$ cat config.mk
export PLATFORM = sky130hd
export DESIGN_NAME = board_io_frontend
export DESIGN_NICKNAME = d
export VERILOG_FILES = /design/src/rtl/board_io_frontend.sv
export SDC_FILE = /design/constraint.sdc
export NUM_CORES = 1
export LEC_CHECK = 0
export CORE_ASPECT_RATIO = 0.9
export CORE_MARGIN = 3
export CORE_UTILIZATION = 35
export CTS_BUF_LIST = sky130_fd_sc_hd__clkbuf_8
export DETAILED_ROUTE_END_ITERATION = 12
export PLACE_DENSITY_LB_ADDON = 0.2
export SLEW_MARGIN = 20
export SYNTH_ARGS = -nofsm -noshare
export SYNTH_HDL_FRONTEND = slang
export SYNTH_SLANG_ARGS = --single-unit
$ cat constraint.sdc
create_clock -name system1000 -period 6.2 [get_ports system1000]
set_input_delay 1.24 -clock system1000 [delete_from_list [all_inputs] [get_ports system1000]]
set_output_delay 1.24 -clock system1000 [all_outputs]
set_load 0.02 [all_outputs]
$ cat src/rtl/board_io_frontend.sv
// Board I/O front end: synchronises and debounces switches/buttons, emits press pulses,
// and scans a multiplexed 7-segment display with per-slot anode dead time.
module board_io_frontend #(
    parameter int NUM_SW          = 8,
    parameter int NUM_BTN         = 4,
    parameter int NUM_DIGITS      = 4,
    parameter int SYNC_STAGES     = 2,
    parameter int DEBOUNCE_CYCLES = 50000,
    parameter int REFRESH_CYCLES  = 50000,
    parameter int DEAD_CYCLES     = 16
) (
    input  logic                    system1000,
    input  logic                    system1000_rst,
    input  logic [NUM_SW-1:0]       sw_in,
    input  logic [NUM_BTN-1:0]      btn_in,
    output logic [NUM_SW-1:0]       sw,
    output logic [NUM_BTN-1:0]      btn,
    output logic [NUM_BTN-1:0]      btn_press,
    input  logic [8*NUM_DIGITS-1:0] disp_data,
    input  logic [NUM_DIGITS-1:0]   disp_blank,
    output logic [NUM_DIGITS-1:0]   an,
    output logic [7:0]              seg
);

    localparam int NB = NUM_SW + NUM_BTN;
    localparam int CW = $clog2(DEBOUNCE_CYCLES + 1);
    localparam int RW = (REFRESH_CYCLES > 1) ? $clog2(REFRESH_CYCLES) : 1;
    localparam int IW = (NUM_DIGITS > 1) ? $clog2(NUM_DIGITS) : 1;

    localparam logic [CW-1:0] DB_LAST  = CW'(DEBOUNCE_CYCLES - 1);
    localparam logic [RW-1:0] CNT_LAST = RW'(REFRESH_CYCLES - 1);
    localparam logic [RW-1:0] DEAD_END = RW'(DEAD_CYCLES);
    localparam logic [IW-1:0] IDX_LAST = IW'(NUM_DIGITS - 1);

    logic [NB-1:0] sync_q [SYNC_STAGES];
    logic [NB-1:0] synced;
    logic [NB-1:0] db_state;
    logic [CW-1:0] db_cnt [NB];
    logic [NUM_BTN-1:0] btn_prev;

    logic [RW-1:0]         slot_cnt;
    logic [IW-1:0]         idx;
    logic [NUM_DIGITS-1:0] an_d;
    logic [7:0]            seg_d;

    // Switches and buttons share one synchroniser/debounce array: {btn, sw}.
    always_ff @(posedge system1000) begin
        if (system1000_rst) begin
            for (int unsigned i = 0; i < SYNC_STAGES; i++) begin
                sync_q[i] <= '0;
            end
        end else begin
            sync_q[0] <= {btn_in, sw_in};
            for (int unsigned i = 1; i < SYNC_STAGES; i++) begin
                sync_q[i] <= sync_q[i-1];
            end
        end
    end

    assign synced = sync_q[SYNC_STAGES-1];

    always_ff @(posedge system1000) begin
        if (system1000_rst) begin
            db_state <= '0;
            for (int unsigned i = 0; i < NB; i++) begin
                db_cnt[i] <= '0;
            end
        end else begin
            for (int unsigned i = 0; i < NB; i++) begin
                if (synced[i] == db_state[i]) begin
                    db_cnt[i] <= '0;
                end else if (db_cnt[i] == DB_LAST) begin
                    db_state[i] <= synced[i];
                    db_cnt[i]   <= '0;
                end else begin
                    db_cnt[i] <= db_cnt[i] + CW'(1);
                end
            end
        end
    end

    assign sw  = db_state[NUM_SW-1:0];
    assign btn = db_state[NB-1:NUM_SW];

    always_ff @(posedge system1000) begin
        if (system1000_rst) begin
            btn_prev <= '0;
        end else begin
            btn_prev <= btn;
        end
    end

    assign btn_press = btn & ~btn_prev;

    always_ff @(posedge system1000) begin
        if (system1000_rst) begin
            slot_cnt <= '0;
            idx      <= '0;
        end else if (slot_cnt == CNT_LAST) begin
            slot_cnt <= '0;
            idx      <= (idx == IDX_LAST) ? '0 : idx + IW'(1);
        end else begin
            slot_cnt <= slot_cnt + RW'(1);
        end
    end

    // Data and blanking are sampled live every cycle, not latched per slot.
    always_comb begin
        an_d  = '1;
        seg_d = '1;
        if (!(slot_cnt < DEAD_END) && !disp_blank[idx]) begin
            an_d[idx] = 1'b0;
            seg_d     = ~disp_data[8*idx +: 8];
        end
    end

    always_ff @(posedge system1000) begin
        if (system1000_rst) begin
            an  <= '1;
            seg <= '1;
        end else begin
            an  <= an_d;
            seg <= seg_d;
        end
    end

endmodule

# --- Word level (Yosys, flattened, before mapping) ---
# Memories as Yosys holds them, arrays and structs flattened.
# Cells that the tools add are included.
word_totals:
  register_bits: 46
  ramBits: 216
  output_inout_bits: 28
  elab_cells: 314
  mem_count: 2
classes:
  n_addsub: 14
  n_lt_le_gt_ge: 3
  n_eq_ne: 26
  n_shift: 1
  muxes: 178
  n_bitwise: 55
  n_reduce_logical: 18
memory_table:
  columns: ["name", "depth", "word_bits", "read_ports", "rd_clocked_by_memory_dff", "wr", "line_no", "text"]
  rows:
  - ["db_cnt", 12, 16, 12, 0, 12, "38", "logic [CW-1:0] db_cnt [NB];"]
  - ["sync_q", 2, 12, 2, 0, 2, "35", "logic [NB-1:0] sync_q [SYNC_STAGES];"]
op_table:
  columns: ["cell", "count"]
  rows:
  - ["two-way mux 16 bit", 36]
  - ["adder 16 x 1 -> 16 bit (second input constant)", 13]
  - ["equality test 16 bit (second input constant)", 13]
  - ["two-way mux 1 bit", 137]
  - ["OR 1 bit", 38]
  - ["variable part select 32 x 6 -> 8 bit", 1]
  - ["two-way mux 12 bit", 2]
  - ["AND reduction 2 bit", 12]
  - ["< comparator 16 x 5 -> 1 bit (second input constant)", 1]
  - ["inverter 1 bit", 13]
  - ["equality test 1 bit", 12]
  - ["inverter 4 bit", 2]
  - ["inverter 8 bit", 1]
  - ["AND 4 bit", 1]
  - ["OR reduction 2 bit", 2]
  - ["< comparator 2 x 3 -> 1 bit (second input constant)", 1]
  - ["adder 2 x 1 -> 2 bit (second input constant)", 1]
  - ["binary-select mux 1 bit (select 2 bit)", 1]
  - ["demux 1 bit (select 2 bit)", 1]
  - ["equality test 2 bit (second input constant)", 1]
  - ["greater-or-equal comparator 2 x 1 -> 1 bit (second input constant)", 1]
  - ["logical AND 1 bit", 2]
  - ["zero test 1 bit", 2]
  - ["two-way mux 2 bit", 1]

# --- Longest topological paths before layout ---
depth:
  depth_word: 7
  ltp_mapped: 7
  mapped_depth_nobuf: 5

# --- Worst setup path before layout ---
# OpenSTA, ideal clock, no wires.
synth_path:
  kind: "input to register"
  from: "input port system1000_rst"
  to: "memory db_cnt[0][18] (netlist bit) (data pin)"
  arrival_ns: 2.158
  t_required_ns: 5.930
  setup_slack_ns: 3.772
  cell_stages: 4
  path_cell_list: "clkbuf_1 -> buf_1 -> clkbuf_1 -> nor3_1"
synth_lines:
  columns: ["element", "line_no", "text"]
  rows:
  - ["from (decl)", "13", "input logic system1000_rst,"]
  - ["to (decl)", "38", null]

# --- Worst setup path in the final report ---
layout_path:
  from: "register db_state[9]"
  to: "output port btn_press[1]"
layout_via:
  elab_chain_len: 1
layout_lines:
  columns: ["element", "line_no", "text"]
  rows:
  - ["from (decl)", "37", "logic [NB-1:0] db_state;"]
  - ["from (signal, indexed assignment)", "73", "db_state[i] <= synced[i];"]
  - ["AND 4 bit", "93", "assign btn_press = btn & ~btn_prev;"]
  - ["to (decl)", "18", "output logic [NUM_BTN-1:0] btn_press,"]
# Every way passes these cells.

==> metrics <==
worst reg2reg path depth=4; sequential fraction of the synthesis area=0.550; Hold Path Origin=sync_q[0][1]; max-cap viol count=0; power per cell area=roughly 230 nW/um2; Tcrit/Tclk final=0.490; detailed-placement wirelength estimate=between 15,000 and 20,000 um; row count=66; global-route usage over all layers=0.124; WHS=0.426 ns; combinational share of power=0.047; # diodes=0; first-pass GRT wire length=approximately 42,000 um; Overflow after GRT=0; Synth Cell Area=roughly 13,000 um2; vias in the first global route=a little under 9,000; top-level port count=between 70 and 80; drt wl/cell=about 12 um; Clock Skew=0.0177 ns; PortBufs=between 70 and 80; Sink Count=between 200 and 300; post-CTS setup buffers=0; worst setup path class=reg -> out; via count=~9,200; cell taking the most area after synthesis=edfxtp_1; Reg2Reg Capture Point=db_cnt[0][8]; ANT nets after route=0; core area=about 36,000 um2; nets=between 1,500 and 2,000; RSZ-0062 raised after global routing=no; Routed WL=between 20,000 and 25,000 um; Req. time, crit path=~5 ns; Final GP Congestion=between 0.7 and 0.8; Net Switching=0.839 mW; Pre-antenna DRT Iters=5; CTS tree=yes; clock slew at reported path FFs=0.06 ns; hold path endpoint=sync_q[0][13]; post-cts sizing count=0; LEAKAGE=5.48 nW; CTS max path bufs=3; Slew HR=0.359; die height=between 150 and 200 um; Hold-fix buffers, CTS=0; fin util=0.436; Syn Area/Cell=approximately 11 um2; Fin. Hold Viols=0; Hold Crit Class=reg -> reg; CP arrival=1.80 ns; Num CTS Buffers=48; Avg Vias per Cell=4.54; Horiz. Die Dim=~210 um; Multi-input gate area=6300 um2; H-tree levels=2; RR Startpoint=db_cnt[0][7]; hold path depth=1; First DRT Iteration DRCs=344; Switching Share=0.232; clock root cell=clkbuf_8; final setup TNS=0 ns; Yosys Warn Count=0; register area=7170 um2; Final Critical Period=3.04 ns; pre-CTS WS=~2.8 ns; Reg power frac=0.555; peak fanout along the critical path=4; most common cell in the netlist=nor2_1; Slew @ Worst Pin=~0.96 ns; Max Slew Vio Count=0; antenna violations before repair=0; crit path launch type=flop; count of different cell masters after synthesis=44; die area=39,600 um2; Reg2Reg Setup Slack=between 3 and 4 ns; top post-synthesis cells by count=nor2_1 (229), edfxtp_1 (192), xnor2_1 (148); Layout area overhead=21.8%; Max Freq=329 MHz; Internal=between 2 and 3 mW; Synth area leaders=edfxtp_1 (44%), dfxtp_1 (11%), xnor2_1 (9.9%), nor2_1 (6.6%), nor4_1 (2.7%); Post-synth EDFFs=192; Post-synth ARST share=0; Remaining DRCs=0; Worst setup EP type=output port; Clk pwr share=0.398; Syn Inst Count=about 1,200; status=finished clean; Top FF cell, synth=edfxtp_1; initial core utilization=0.358; largest net degree at the start of global routing=46; Filler Cell Count=roughly 3,600; post-synth top area share=0.442; endpoints failing setup=0; Peak supply drop=approximately 0.15 mV; Clock Latency Late Sink=~0.56 ns; ratio of cells with drive above 1 in the final layout=0.0527; Yosys reg bits=262; final worst slack=3.16 ns
==> power groups by stage <==
stage               sequential, mW  clock [mW]  combinational [mW]
global placement              2.04           0               0.167
floorplan                     2.03           0               0.121
finish                        2.01        1.44               0.169
global route                  2.02        1.60               0.195
CTS                           2.01        1.52               0.169
detailed placement            2.05           0               0.167
==> layer usage <==
metal | vias to the layer above | global-route usage | part of all wire
li1 | 4815 | - | -
met4 | 0 | 0.0420 | 0.025
met1 | 4216 | 0.173 | 0.50
met2 | 150 | 0.188 | 0.43
met5 | - | 0 | 0
met3 | 44 | 0.0311 | 0.052
==> through the flow <==
stage          total power, mW  cell area [um2]  cells
2_1_floorplan             2.15            13700   1418
3_3_place_gp              2.21            15000   1944
3_5_place_dp              2.21            15000   1944
4_1_cts                   3.70            15900   2032
5_1_grt                   3.82            15900   2032
6_report                  3.62            15900   2032
==> sequential cells by signal (all words and copies together) (netlist names) <==
name	cells
an	4
slot_cnt	16
seg	8
btn_prev	4
db_cnt	192
sync_q	24
idx	2
db_state	12
==> final cells by class <==
| type | count | share of cell area |
|---|---|---|
| clock inverters | 37 | 0.00899 |
| inverters | 48 | 0.0114 |
| flip-flops and latches | 262 | 0.452 |
| well taps | 476 | 0.0375 |
| multi-input cells | 1079 | 0.397 |
| repair buffers | 79 | 0.0492 |
| clock buffers | 51 | 0.0442 |
==> placed cells by master, fill, tap and decap left out, drive strengths merged, types with 6 or more instances in the layout <==
cell and count:
clkdlybuf4s50 76, nand2 62, dfxtp 70, conb 192
mux4 9, or2 6, mux2i 9, or4 16
ha 17, nor4bb 11, a21oi 10, nor3 48
nor2 229, edfxtp 192, inv 72, nor2b 33
clkbuf 51, and4 7, nand3 66, xor2 38
nor4b 6, clkinv 13, or3 11, nand4 55
nor4 57, o21ai 11, xnor2 148, and3 15
==> cells by family (layout without fill, tap and decap cells) <==
| group | count (synthesis) | in the layout | synth area share |
|---|---|---|---|
| DFF | 262 | 262 | 0.550 |
| and+or+nand+nor | 637 | 637 | 0.250 |
| AOI/OAI and AO/OA | 29 | 29 | 0.0135 |
| xor gates and xnor gates | 186 | 186 | 0.125 |
| other | 1 | 192 | 0.000288 |
| buffers and inverters | 77 | 215 | 0.0229 |
| adders and majority gates | 17 | 17 | 0.0163 |
| muxes | 18 | 18 | 0.0225 |
==> worst max path at each step <==
| stage | cells after the start | from | endpoint |
|---|---|---|---|
| after floorplan | 4 | system1000_rst | db_cnt[0][18] |
| after global placement | 5 | system1000_rst | db_cnt[1][34] |
| after detailed placement | 5 | system1000_rst | db_cnt[1][46] |
| after CTS | 2 | db_state[9] | btn_press[1] |
| after global routing | 2 | db_state[9] | btn_press[1] |
| final | 2 | db_state[9] | btn_press[1] |
==> worst max-delay path, stage by stage, from the launching register on <==
cell and delay, ns:
dfxtp_1 0.38, nor2b_1 0.21, clkdlybuf4s50_1 0.65
Note: power is estimated with default switching activity, not from simulation.
